## config.mk

```make
export PLATFORM = sky130hd
export DESIGN_NAME = urng_pair_packer
export DESIGN_NICKNAME = d
export VERILOG_FILES = /design/src/rtl/urng_pair_packer.sv
export SDC_FILE = /design/constraint.sdc
export NUM_CORES = 1
export LEC_CHECK = 0
export CAP_MARGIN = 20
export CELL_PAD_IN_SITES_DETAIL_PLACEMENT = 1
export CELL_PAD_IN_SITES_GLOBAL_PLACEMENT = 1
export CORE_AREA = 2 2 247 176
export CTS_CLUSTER_DIAMETER = 30
export CTS_CLUSTER_SIZE = 25
export DETAILED_ROUTE_END_ITERATION = 6
export DIE_AREA = 0 0 249 178
export PLACE_DENSITY_LB_ADDON = 0.08
export SETUP_SLACK_MARGIN = 0.15
export SYNTH_ARGS = -nofsm -noshare
export SYNTH_HDL_FRONTEND = slang
export SYNTH_SLANG_ARGS = --single-unit
```

## constraint.sdc

```tcl
create_clock -name clk -period 3.5 [get_ports clk]
set_input_delay 0.875 -clock clk [delete_from_list [all_inputs] [get_ports clk]]
set_output_delay 0.875 -clock clk [all_outputs]
set_load 0.1 [all_outputs]
```

## src/rtl/urng_pair_packer.sv

```systemverilog
// Packs pairs of 32-bit Tausworthe words into Box-Muller operands (u0: 48b, u1: 16b)
// and buffers them in a first-word-fall-through FIFO that counts overflow drops.
module urng_pair_packer #(
  parameter int DEPTH = 4,
  parameter int CNT_W = 16
) (
  input  logic                     clk,
  input  logic                     reset,
  input  logic [31:0]              urng_data,
  input  logic                     urng_valid,
  output logic [47:0]              u0,
  output logic [15:0]              u1,
  output logic                     out_valid,
  input  logic                     out_ready,
  output logic [$clog2(DEPTH):0]   fill_level,
  output logic [CNT_W-1:0]         drop_cnt
);

  localparam int AW = $clog2(DEPTH);
  localparam logic [AW:0] FULL_C = (AW+1)'(DEPTH);

  typedef enum logic {ST_HI = 1'b0, ST_LO = 1'b1} state_t;

  state_t              state_r;
  logic [31:0]         hold_r;
  logic [63:0]         mem_r [DEPTH];
  logic [AW-1:0]       wr_ptr_r;
  logic [AW-1:0]       rd_ptr_r;
  logic [AW:0]         count_r;
  logic [47:0]         u0_r;
  logic [15:0]         u1_r;
  logic                out_valid_r;
  logic [CNT_W-1:0]    drop_cnt_r;

  logic                push_s;
  logic                pop_s;
  logic                accept_s;
  logic                drop_s;
  logic [63:0]         pair_s;
  logic [AW:0]         remain_s;
  logic [AW:0]         count_next_s;
  logic [AW-1:0]       rd_ptr_next_s;
  logic [63:0]         head_next_s;

  // ln(u0) downstream needs a strictly positive operand.
  function automatic logic [47:0] zero_guard(input logic [47:0] v);
    if (v == 48'h0) begin
      return 48'h000000000001;
    end else begin
      return v;
    end
  endfunction

  // Pair assembly, push/pop arbitration and next head-of-FIFO selection.
  always_comb begin
    push_s        = 1'b0;
    pop_s         = 1'b0;
    accept_s      = 1'b0;
    drop_s        = 1'b0;
    pair_s        = {zero_guard({hold_r, urng_data[31:16]}), urng_data[15:0]};
    remain_s      = count_r;
    count_next_s  = count_r;
    rd_ptr_next_s = rd_ptr_r;
    head_next_s   = {u0_r, u1_r};

    push_s   = urng_valid && (state_r == ST_LO);
    pop_s    = out_valid_r && out_ready;
    accept_s = push_s && ((count_r < FULL_C) || pop_s);
    drop_s   = push_s && !accept_s;

    remain_s     = count_r - {{AW{1'b0}}, pop_s};
    count_next_s = remain_s + {{AW{1'b0}}, accept_s};

    if (pop_s) begin
      rd_ptr_next_s = rd_ptr_r + AW'(1'b1);
    end else begin
      rd_ptr_next_s = rd_ptr_r;
    end

    // With nothing older left, the head is whatever arrives this edge (or idle zero).
    if (remain_s == {(AW+1){1'b0}}) begin
      if (accept_s) begin
        head_next_s = pair_s;
      end else begin
        head_next_s = 64'h0;
      end
    end else if (pop_s) begin
      head_next_s = mem_r[rd_ptr_next_s];
    end else begin
      head_next_s = {u0_r, u1_r};
    end
  end

  // Packer FSM: alternate high/low words on valid cycles only.
  always_ff @(posedge clk) begin
    if (reset) begin
      state_r <= ST_HI;
      hold_r  <= 32'h0;
    end else if (urng_valid) begin
      case (state_r)
        ST_HI: begin
          hold_r  <= urng_data;
          state_r <= ST_LO;
        end
        ST_LO: begin
          state_r <= ST_HI;
        end
        default: begin
          state_r <= ST_HI;
        end
      endcase
    end
  end

  // Pair storage; contents need no reset because out_valid gates visibility.
  always_ff @(posedge clk) begin
    if (accept_s) begin
      mem_r[wr_ptr_r] <= pair_s;
    end
  end

  // FIFO pointers, occupancy, registered head and saturating drop counter.
  always_ff @(posedge clk) begin
    if (reset) begin
      wr_ptr_r    <= {AW{1'b0}};
      rd_ptr_r    <= {AW{1'b0}};
      count_r     <= {(AW+1){1'b0}};
      u0_r        <= 48'h0;
      u1_r        <= 16'h0;
      out_valid_r <= 1'b0;
      drop_cnt_r  <= {CNT_W{1'b0}};
    end else begin
      if (accept_s) begin
        wr_ptr_r <= wr_ptr_r + AW'(1'b1);
      end
      rd_ptr_r     <= rd_ptr_next_s;
      count_r      <= count_next_s;
      {u0_r, u1_r} <= head_next_s;
      out_valid_r  <= (count_next_s != {(AW+1){1'b0}});
      if (drop_s && (drop_cnt_r != {CNT_W{1'b1}})) begin
        drop_cnt_r <= drop_cnt_r + CNT_W'(1'b1);
      end
    end
  end

  assign u0         = u0_r;
  assign u1         = u1_r;
  assign out_valid  = out_valid_r;
  assign fill_level = count_r;
  assign drop_cnt   = drop_cnt_r;

endmodule

```

# [After elaboration in Yosys (flattened, before gate mapping)]
# Memories as Yosys holds them, arrays and structs flattened.
# Cells that the tools add are included.
[op_classes] n_addsub=5 magnitude_cmp=1 n_eq_ne=1 n_mux=8 bitwise_logic=1 reduce_logical=12
[op_table] op="two-way mux 64 bit" n=3
[op_table] op="zero test 48 bit" n=1
[op_table] op="two-way mux 48 bit" n=1
[op_table] op="adder 16 x 1 -> 16 bit, second input constant" n=1
[op_table] op="!= test 16 bit, second input constant" n=1
[op_table] op="logical AND 1 bit" n=5
[op_table] op="adder 2 x 1 -> 2 bit, second input constant" n=2
[op_table] op="adder 3 x 1 -> 3 bit" n=1
[op_table] op="zero test 3 bit" n=1
[op_table] op="< comparator 3 bit, second input constant" n=1
[op_table] op="nonzero test 3 bit" n=1
[op_table] op="subtractor 3 x 1 -> 3 bit" n=1
[op_table] op="two-way mux 1 bit" n=2
[op_table] op="two-way mux 2 bit" n=1
[op_table] op="one-hot mux 1 bit (2 select lines)" n=1
[op_table] op="AND reduction 2 bit" n=1
[op_table] op="nonzero test 2 bit" n=1
[op_table] op="zero test 1 bit" n=1
[op_table] op="logical OR 1 bit" n=1
[op_table] op="inverter 1 bit" n=1
[totals] reg_bits=121 mem_bits_rw=256 input_bits=36 output_inout_bits=84 elab_cells=38 mem_count=1
[mem_list] name="mem_r" depth=4 word_bits=64 read_ports=1 rd_ports_with_merged_regs=0 wr=1 line="26" rtl="logic [63:0] mem_r [DEPTH];"

# [Depth between registers and ports, before layout]
# Gate-level depths: netlist of run 1.
[depth] depth_word=6 depth_mapped=10 ltp_nobuf=8

# [Worst setup path before layout of run 1]
# OpenSTA, ideal clock, no wires.
[synth_timing] path_type="flip-flop to flip-flop" start="reg out_valid_r, in the netlist out_valid" end="mem mem_r[1][0], enable pin" setup_time_ns=0.429 arrival_ns=3.168 t_required_ns=3.071 path_slack_ns=-0.097 stages_incl_launch_ff=4 n_path_buf=0 path_cell_list="dfxtp_1 > a21boi_4 > nor2_1 > and2_1"
[synth_between] elab_chain_len=5
[synth_lines] element="start: declaration" line="32" rtl="logic out_valid_r;"
[synth_lines] element="start signal: assignment" line="139" rtl="out_valid_r <= (count_next_s != {(AW+1){1'b0}});"
[synth_lines] element="logical AND 1 bit" line="67" rtl="pop_s = out_valid_r && out_ready;"
[synth_lines] element="logical OR 1 bit" line="68" rtl="accept_s = push_s && ((count_r < FULL_C) || pop_s);"
[synth_lines] element="logical AND 1 bit" line="68"
[synth_lines] element="net accept_s" line="37" rtl="logic accept_s;"
[synth_lines] element="two-way mux 1 bit" line="117" rtl="if (accept_s) begin"
[synth_lines] element="two-way mux 1 bit (not written as such)" line="118" rtl="mem_r[wr_ptr_r] <= pair_s;"
[synth_lines] element="end: declaration" line="26"
# The timed path passes the listed nets, and every way through them passes these cells.

# [Worst setup path in the final report of run 1]
[layout_timing] start="in out_ready" end="reg u0_r[12], in the netlist u0[12]"
[layout_between] elab_chain_len=5 elab_cells_between_ends=11 classes_between="add/sub: 1; mux: 4; reduce/logical: 5; memory: 1"
[layout_lines] element="start: declaration" line="14" rtl="input logic out_ready,"
[layout_lines] element="logical AND 1 bit *" line="67"
[layout_lines] element="two-way mux 2 bit or logical OR 1 bit (tied branches)" line="74, 68"
[layout_lines] element="memory (4 x 64 bit) or logical AND 1 bit (tied branches)"
[layout_lines] element="two-way mux 64 bit (on tied branches)" line="87, 82"
[layout_lines] element="two-way mux 64 bit" line="81" rtl="if (remain_s == {(AW+1){1'b0}}) begin"
[layout_lines] element="end signal: assignment" line="138" rtl="{u0_r, u1_r} <= head_next_s;"
[layout_lines] element="end: declaration" line="30" rtl="logic [47:0] u0_r;"
# Mark *: on every way between the ends. The rest lies on a longest branch, timed or not. The select of a mux whose other input is x is not followed.
# A chain may end at the register's enable or synchronous reset.

==> results.md, run 1 <==
- CTS max path bufs: 3
- Total number of yosys warnings: 0
- Core ar.: 41,900 um^2
- Layout cells sized above 1: 0.286
- Worst Setup Slack, final: 0.775 ns
- Final hold viol count: 0
- Syn nets: 978
- Delay-heaviest family, CP: buffers and inverters
- Mean Syn Cell Area: 15.6 um^2
- Die ar.: 44,300 um^2
- Number of global-route vias before repair: 9,241
- DP Wirelength: 24.7 mm
- Area of the mapped netlist: 14,500 um^2
- Top cell type's share of synthesized area: 0.529
- Pwr/cell area: 796 nW/um^2
- CP Depth: 10
- Total Routed Length: 40.9 mm
- Mapped Cells: 933
- Critical path class: in2reg
- Finish-stage setup viols: 0
- Post-CTS sizing: 0
- # diodes: 0
- Crit-path slowest cell: clkdlybuf4s50_1
- CP Max Fanout: 62
- TritonRoute pass-1 iters: 5
- Tmin final: 2.73 ns
- RR Startpoint: out_valid$_SDFF_PP0_
- Min-Delay Path Class: reg2reg
- Largest stage delay on the critical path: 0.44 ns
- Complex-gate fraction of the synthesized area: 0.100
- Total Routing Usage GR: 0.187
- Crit path capture: u0[12]$_SDFFE_PP0P_
- Layout fillers: 4,112
- Crit end category: flop
- CP required: 3.98 ns
- Clk_skew: 0.0142 ns
- Worst R2R Setup Slack: 1.15 ns
- Clk_lat worst skew: 0.57 ns
- Top post-synthesis cells by area: edfxtp_1 (53%), dfxtp_1 (17%), mux4_2 (9.8%)
- Post-synth EDFFs: 256
- Yosys reg bits: 377
- Post-CTS Setup Bufs: 0
- Xor/xnor share of the synthesized area: 0.00361
- Antenna Nets Post-Route: 0
- Die X: 249 um
- Critical path cell sequence: clkdlybuf4s50_1 > nand2_2 > clkinv_4 > ha_1 > ha_1 > xor2_1 > nor2_1 > nor3_4 > buf_12 > o2bb2ai_1
- Via count: 8,902
- Die Y: 178 um
- Max_cap viols: 0
- CTS Hold Bufs: 0
- Area leader, netlist: edfxtp_1
- Sequential fraction of the synthesis area: 0.695
- RSZ-0062 raised after global routing: no
- Via density per instance: 5.33
- Reg2reg path depth: 9
- GPL Wtd Cong: 0.723
- Largest net degree at the start of global routing: 65
- Clk root buf: clkbuf_16
- First-pass GRT wire length: 61.4 mm
- Grt total ovfl: 0
- Achievable frequency: 367 MHz
- Period Utilization, post-route: 0.779
- Count of final max-slew check failures: 0
- Setup crit start kind: input pin
- Worst EP arrival: 3.21 ns
- Mux cell area share after synthesis: 0.105
- Largest family of logic cells by synthesized area: multiplexers
- Synth async-reset ratio: 0
- Peak supply drop: 0.478 mV
- Leak: 6.32 nW
- Slew @ Worst Pin: 0.800 ns
- # DRC: 0
- Critical path's most frequent cell: ha_1
- Final #Nets: 1,105
- Post-synthesis adder-cell area fraction: 0.00774
- R2r endpoint: u0[12]$_SDFFE_PP0P_
- Ys flop type: edfxtp_1
- CTS tree: built
- IO Port Bufs: 119
- Total CTS buffers: 73
- WP buf/inv: 3
- Initial drt markers: 501
- Synth cell types: 45
- Dpl ws: 0.0431 ns
- Critical Path Start: out_ready
- Initial Utilization: 0.347
- Initial antenna violation count: 0
- Slew headroom: 0.467
- Final TNS setup: 0 ns
- CTS sink cnt: 377
- Row count: 63
- Routed length per instance: 24.5 um
- Max H-tree Level: 3
- Post-Synth Simple-Gate Area: 0.0540
- Status: completed
- CTS clk-pin slew, worst paths: 0.05 ns
- Ports: 120
- Area grow syn2layout: 28.7%
-- cell usage in the layout, fill, tap and decap left out, types with 9 or more instances in the layout --
cell type	count
nand4_1	9
clkbuf_1	16
a32oi_1	46
clkinvlp_4	9
o2bb2ai_1	62
edfxtp_1	256
nand2_1	75
dfxtp_1	121
mux4_2	63
clkbuf_16	77
clkdlybuf4s50_1	34
a21oi_1	45
nor2_1	11
clkinv_2	10
buf_4	110
inv_1	12
nor4_1	14
buf_12	15
ha_1	9
a22oi_1	16
-- through the flow --
stage | util | total power [mW] | hold slack (ns) | cells | cell area [um^2]
final | 0.447 | 14.9 | 0.526 | 1670 | 18700
after global placement | 0.389 | 8.21 | 0.499 | 1536 | 16300
after CTS | 0.447 | 15.0 | 0.524 | 1669 | 18700
after detailed placement | 0.389 | 8.21 | 0.517 | 1536 | 16300
after floorplan | - | 7.33 | 0.460 | 933 | 14500
after global routing | 0.447 | 15.4 | 0.540 | 1670 | 18700
-- synth_stat cells (5+ instances only) --
cell       number
nor4_1         14
dfxtp_1       121
nor2b_1         5
clkbuf_1       95
nor2_1         11
buf_2           8
a22oi_1        16
a21oi_1        45
or4_1           6
edfxtp_1      256
mux4_2         63
nand4_1         9
nand3_1         7
and2_1          7
nand2_1        75
nor3_1          8
a32oi_1        46
o31ai_1         8
o2bb2ai_1      62
mux2i_1         8
ha_1            9
inv_1          12
xnor2_1         5
-- worst reg2reg max path, delay by kind of cell, from the launching register on --
family / cells / cell delay [ns]
AOI/OAI and AO/OA: 1 / 0.19
xor gates and xnor gates: 1 / 0.40
adders and majority gates: 2 / 0.39
buffers and inverters: 2 / 0.42
DFF: 1 / 0.36
and+or+nand+nor: 3 / 0.53
-- cell families after synthesis --
| logic type | after synthesis |
|---|---|
| DFF | 377 |
| AOI/OAI and AO/OA | 191 |
| and+or+nand+nor | 156 |
| buffers and inverters | 121 |
| muxes | 73 |
| adders and majority gates | 9 |
| xor gates and xnor gates | 6 |
-- layout make-up --
type	count	area [um^2]	share of cell area
Clock buffer	95	2010	0.108
Sequential cell	377	10100	0.540
Inverter	13	53.8	0.00288
Tap cell	552	691	0.0369
Clock inverter	38	387	0.0207
Timing Repair Buffer	160	1480	0.0792
Multi-Input combinational cell	435	3970	0.212
-- metal layers --
| layer | wire [um] | part of all wire | global-route usage |
|---|---|---|---|
| met3 | 1850 | 0.045 | 0.0382 |
| met5 | 0 | 0 | 0 |
| met2 | 18100 | 0.44 | 0.282 |
| met4 | 713 | 0.017 | 0.0528 |
| met1 | 20100 | 0.49 | 0.274 |
-- flip-flops by register name, indices dropped and copies added, names as in the netlist, 2 cells and up --
signal,cells
rd_ptr_r,2
wr_ptr_r,2
fill_level,3
u0,48
mem_r,256
hold_r,32
u1,16
drop_cnt,16
-- power by group --
part | switching [mW] | leakage (nW) | internal, mW | total [mW]
clock network | 2.28 | 1.15 | 4.50 | 6.78
registers | 0.182 | 3.32 | 4.98 | 5.16
logic | 2.07 | 1.85 | 0.888 | 2.96
total | 4.53 | 6.32 | 10.4 | 14.9
-- how the worst min path moves through the flow --
stage,depth (start not counted),from,end,slack (ns)
after floorplan,2,hold_r[15]$_SDFFE_PP0P_,hold_r[15]$_SDFFE_PP0P_,0.46
after global placement,2,drop_cnt[9]$_SDFFE_PP0P_,drop_cnt[9]$_SDFFE_PP0P_,0.50
after detailed placement,2,state_r$_SDFFE_PP0P_,state_r$_SDFFE_PP0P_,0.52
after CTS,2,drop_cnt[9]$_SDFFE_PP0P_,drop_cnt[9]$_SDFFE_PP0P_,0.52
after global routing,2,drop_cnt[15]$_SDFFE_PP0P_,drop_cnt[15]$_SDFFE_PP0P_,0.54
final,2,state_r$_SDFFE_PP0P_,state_r$_SDFFE_PP0P_,0.53
No activity file was read; power rests on OpenSTA's default activity.
==> inputs of run 2 (changes only) <==
Clock period 3.5 ns to 2.5 ns, I/O delays scaled along.
==> results.md, run 2 (same netlist as run 1, synthesis figures left out) <==
- Via density per instance: 5.23
- Most frequent cells in the layout: edfxtp_1 (256), buf_4 (143), dfxtp_1 (106)
- Crit-path slowest cell: dfxtp_4
- # diodes: 0
- IO Port Bufs: 119
- CTS Hold Bufs: 0
- Combinational power share: 0.210
- Number of global-route vias before repair: 9,440
- Core ar.: 41,900 um^2
- Fin cells: 1,724
- Post-placement cell count: 1,579
- CP Max Fanout: 12
- Net Sw Power: 6.63 mW
- Antenna Nets Post-Route: 0
- Most common cell after layout, fill and taps aside: edfxtp_1
- Dpl ws: -0.389 ns
- Min Hold Slack: 0.498 ns
- Clk root buf: clkbuf_16
- Max_cap viols: 0
- Via count: 9,019
- Peak supply drop: 0.663 mV
- Initial antenna violation count: 1
- Layout cells sized above 1: 0.339
- Final #Nets: 1,154
- Area of the multi-input gates: 3980 um^2
- TritonRoute pass-1 iters: 5
- CTS max path bufs: 3
- Die ar.: 44,300 um^2
- Period Utilization, post-route: 0.903
- Total Routed Length: 42.1 mm
- Final hold viol count: 0
- Final instance area: 19,400 um^2
- Net Sw Frac: 0.304
- Total CTS buffers: 75
- Worst Setup Slack, final: 0.243 ns
- Pwr/cell area: 1120 nW/um^2
- CTS clk-pin slew, worst paths: 0.05 ns
- # DRC: 0
- Layout fillers: 4,051
- Leak: 6.69 nW
- Ports: 120
- Pint: 15.2 mW
- RSZ-0062 raised after global routing: no
- Max FFs per register: 256
- Clk_lat worst skew: 0.58 ns
- Max H-tree Level: 3
- Clk_skew: 0.0166 ns
- Largest stage delay on the critical path: 0.36 ns
- CTS tree: built
- Die Y: 178 um
- Routed length per instance: 24.4 um
- Dpl cell area: 16,800 um^2
- Row count: 63
- Initial Utilization: 0.347
- Initial drt markers: 564
- Count of final max-slew check failures: 0
- First-pass GRT wire length: 62.4 mm
- Critical path class: reg2reg
- CTS sink cnt: 377
- Min-Delay Path Class: reg2reg
- GPL Wtd Cong: 0.761
- Slew headroom: 0.498
- Finish-stage setup viols: 0
- Sequential group share of total power: 0.332
- Post-layout power: 21.8 mW
- Tmin final: 2.26 ns
- Register area: 10,100 um^2
- Largest net degree at the start of global routing: 50
- Area grow syn2layout: 33.6%
- DP Wirelength: 25.7 mm
- Largest register by flop count: mem_r
- Status: completed
- Total Routing Usage GR: 0.190
- Slew @ Worst Pin: 0.752 ns
- Grt total ovfl: 0
- Die X: 249 um
- Achievable frequency: 443 MHz
- Clk pwr share: 0.458
- Setup crit start kind: flop
- Crit end category: flop
- Worst EP arrival: 2.76 ns
- Critical path cell sequence: nand2_2 > clkinv_4 > ha_1 > ha_4 > xor2_1 > buf_4 > nor4_4 > buf_6 > buf_8 > a32oi_1 > o2bb2ai_1
- CP required: 3.00 ns
run 2: changes by cell type in the layout (fill, tap and decap cells not counted), sizes merged:
| cell | change |
|---|---|
| inv | +4 |
| clkinvlp | +4 |
| dlymetal6s2s | +1 |
| clkdlybuf4s50 | -1 |
| buf | +46 |
run 2: cell type report:
class	count	area share
Sequential cell	377	0.522
Multi-Input combinational cell	435	0.205
Clock buffer	94	0.108
Timing Repair Buffer	207	0.102
Tap cell	552	0.0356
Clock inverter	46	0.0246
Inverter	13	0.00277
run 2: through the flow:
stage           util  setup TNS, ns
6_report       0.464              0
5_1_grt        0.464              0
4_1_cts        0.462              0
3_5_place_dp   0.401         -62.01
3_3_place_gp   0.401         -59.15
2_1_floorplan      -              0
run 2: layer usage:
metal / track usage / share of wire
met3: 0.0423 / 0.051
met4: 0.0528 / 0.016
met2: 0.278 / 0.44
met1: 0.282 / 0.50
met5: 0 / 0
run 2: timing repair:
action | CTS | global route
buffers inserted | 0 | 2
gates resized for setup | 0 | 7
endpoints found under the setup margin | 0 | 29
run 2: power groups by stage:
stage                     clock network (mW)  logic, mW  registers (mW)
after floorplan                            0       1.82            8.48
after global placement                     0       4.53            7.34
after detailed placement                   0       4.56            7.35
after CTS                               10.2       4.58            7.23
after global routing                    10.5       4.82            7.26
final                                   9.99       4.57            7.23
run 2: worst paths after layout:
check	cells after the start	to	slack, ns	from
worst max-delay path	11	u0[1]$_SDFFE_PP0P_	0.24	out_valid$_SDFF_PP0_
worst min-delay path	2	drop_cnt[15]$_SDFFE_PP0P_	0.50	drop_cnt[15]$_SDFFE_PP0P_
worst max register to register	11	u0[1]$_SDFFE_PP0P_	0.24	out_valid$_SDFF_PP0_
worst min register to register	2	drop_cnt[15]$_SDFFE_PP0P_	0.50	drop_cnt[15]$_SDFFE_PP0P_
run 2: worst max-delay path, delay by kind of cell (launching register included):
kind | cells | cell delay, ns
xor gates and xnor gates | 1 | 0.18
AOI/OAI and AO/OA | 2 | 0.26
DFF | 1 | 0.36
buffers and inverters | 4 | 0.63
adders and majority gates | 2 | 0.38
and+or+nand+nor | 2 | 0.36
==> inputs of run 3 (changes only) <==
Clock period 2.5 ns to 2.65 ns, I/O delays scaled along.
==> results.md, run 3 (same netlist as run 1, synthesis figures left out) <==
- Largest net degree at the start of global routing: 50
- Status: completed
- Clk_skew: 0.0189 ns
- Largest register by flop count: mem_r
- DP Wirelength: 26.5 mm
- Area grow syn2layout: 35.1%
- Die ar.: 44,300 um^2
- Slew headroom: 0.485
- CTS max path bufs: 3
- Number of global-route vias before repair: 9,664
- Final hold viol count: 0
- TritonRoute pass-1 iters: 5
- CTS tree: built
- Total Routed Length: 42.2 mm
- Row count: 63
- CTS clk-pin slew, worst paths: 0.05 ns
- CTS sink cnt: 377
- Via count: 9,122
- GPL Wtd Cong: 0.768
- Initial Utilization: 0.347
- Tmin final: 2.34 ns
- IO Port Bufs: 119
- Post-CTS sizing: 0
- Initial antenna violation count: 2
- RSZ-0062 raised after global routing: no
- First-pass GRT wire length: 63.5 mm
- Initial drt markers: 540
- Layout fillers: 3,990
- Finish-stage setup viols: 0
- CTS Hold Bufs: 0
- Most frequent cells in the layout: edfxtp_1 (256), buf_4 (135), dfxtp_1 (117)
- Crit end category: flop
- CP required: 3.15 ns
- Clk_lat worst skew: 0.59 ns
- Layout cells sized above 1: 0.331
- Setup crit start kind: input pin
- # DRC: 0
- Post-CTS Setup Bufs: 0
- Grt total ovfl: 0
- Max_cap viols: 0
- Post-layout util: 0.469
- CP Max Fanout: 34
- Antenna Nets Post-Route: 0
- Achievable frequency: 427 MHz
- Leak: 6.79 nW
- Min Hold Slack: 0.501 ns
- RR Startpoint: out_valid$_SDFF_PP0_
- Via density per instance: 5.29
- Ports: 120
- Most common cell after layout, fill and taps aside: edfxtp_1
- Die X: 249 um
- Core ar.: 41,900 um^2
- Count of final max-slew check failures: 0
- Critical hold path startpoint: reset
- Max H-tree Level: 3
- Peak supply drop: 0.635 mV
- Min-Delay Path Class: in2reg
- Critical path class: in2reg
- Slew @ Worst Pin: 0.772 ns
- Pwr/cell area: 1100 nW/um^2
- Critical Path Start: out_ready
- Total Routing Usage GR: 0.194
- Total CTS buffers: 80
- Die Y: 178 um
- Max FFs per register: 256
- Routed length per instance: 24.5 um
- Period Utilization, post-route: 0.885
- Clk root buf: clkbuf_16
- Worst EP arrival: 2.84 ns
- Final #Nets: 1,151
run 3: changes by cell type in the layout (fill, tap and decap cells not counted), moves of 2 or more:
cell	change
dfxtp_1	+11
dfxtp_2	-11
buf_4	-8
bufinv_16	+7
buf_12	+5
clkinv_2	+5
clkbuf_16	+4
inv_6	-4
buf_6	-3
clkbuf_1	-3
clkinvlp_4	-2
run 3: path summary, 6_finish.rpt:
path / endpoint / slack (ns) / cells after the start
worst min-delay path: fill_level[1]$_SDFF_PP0_ / 0.50 / 2
worst min register to register: drop_cnt[9]$_SDFFE_PP0P_ / 0.51 / 2
worst max-delay path: u0[41]$_SDFFE_PP0P_ / 0.31 / 11
worst max register to register: u0[41]$_SDFFE_PP0P_ / 0.49 / 10
run 3: critical path, stage by stage:
cell and delay [ns]:
clkdlybuf4s50_1 0.45, nand2_2 0.11, clkinv_4 0.05, ha_1 0.17
ha_1 0.21, xor2_1 0.27, nor2_1 0.09, buf_4 0.15
nor3_4 0.23, buf_12 0.27, o2bb2ai_1 0.16
run 3: power by group:
part / switching, mW / total (mW) / leakage [nW] / internal [mW]
Combinational: 2.83 / 4.40 / 2.09 / 1.56
Sequential: 0.241 / 6.83 / 3.32 / 6.58
Clock: 3.23 / 10.4 / 1.37 / 7.19
run 3: through the flow:
step | instances | instance area (um^2) | setup TNS [ns] | setup slack [ns] | total power [mW]
floorplan | 933 | 14600 | 0 | 0.0105 | 9.69
global placement | 1576 | 16800 | -30.91 | -0.213 | 11.4
detailed placement | 1576 | 16800 | -27.41 | -0.295 | 11.4
CTS | 1724 | 19600 | 0 | 0.309 | 21.9
global route | 1725 | 19600 | 0 | 0.204 | 22.4
finish | 1725 | 19600 | 0 | 0.306 | 21.6
run 3: routing by layer:
layer / vias to the layer above / wire length [um] / share of wire / track usage
met5: - / 0 / 0 / 0
met4: 0 / 738 / 0.017 / 0.0586
met3: 62 / 1830 / 0.043 / 0.0417
met2: 195 / 19100 / 0.45 / 0.296
met1: 4794 / 20600 / 0.49 / 0.279
li1: 4071 / - / - / -
run 3: layout make-up:
class / count / area [um^2] / area share
tap: 552 / 691 / 0.0352
clock inverter: 52 / 652 / 0.0332
multi-input combinational: 435 / 3970 / 0.202
clock buffer: 96 / 2210 / 0.112
antenna: 1 / 2.50 / 0.000127
inverter: 13 / 53.8 / 0.00274
timing repair buffer: 199 / 1950 / 0.0995
sequential: 377 / 10100 / 0.515
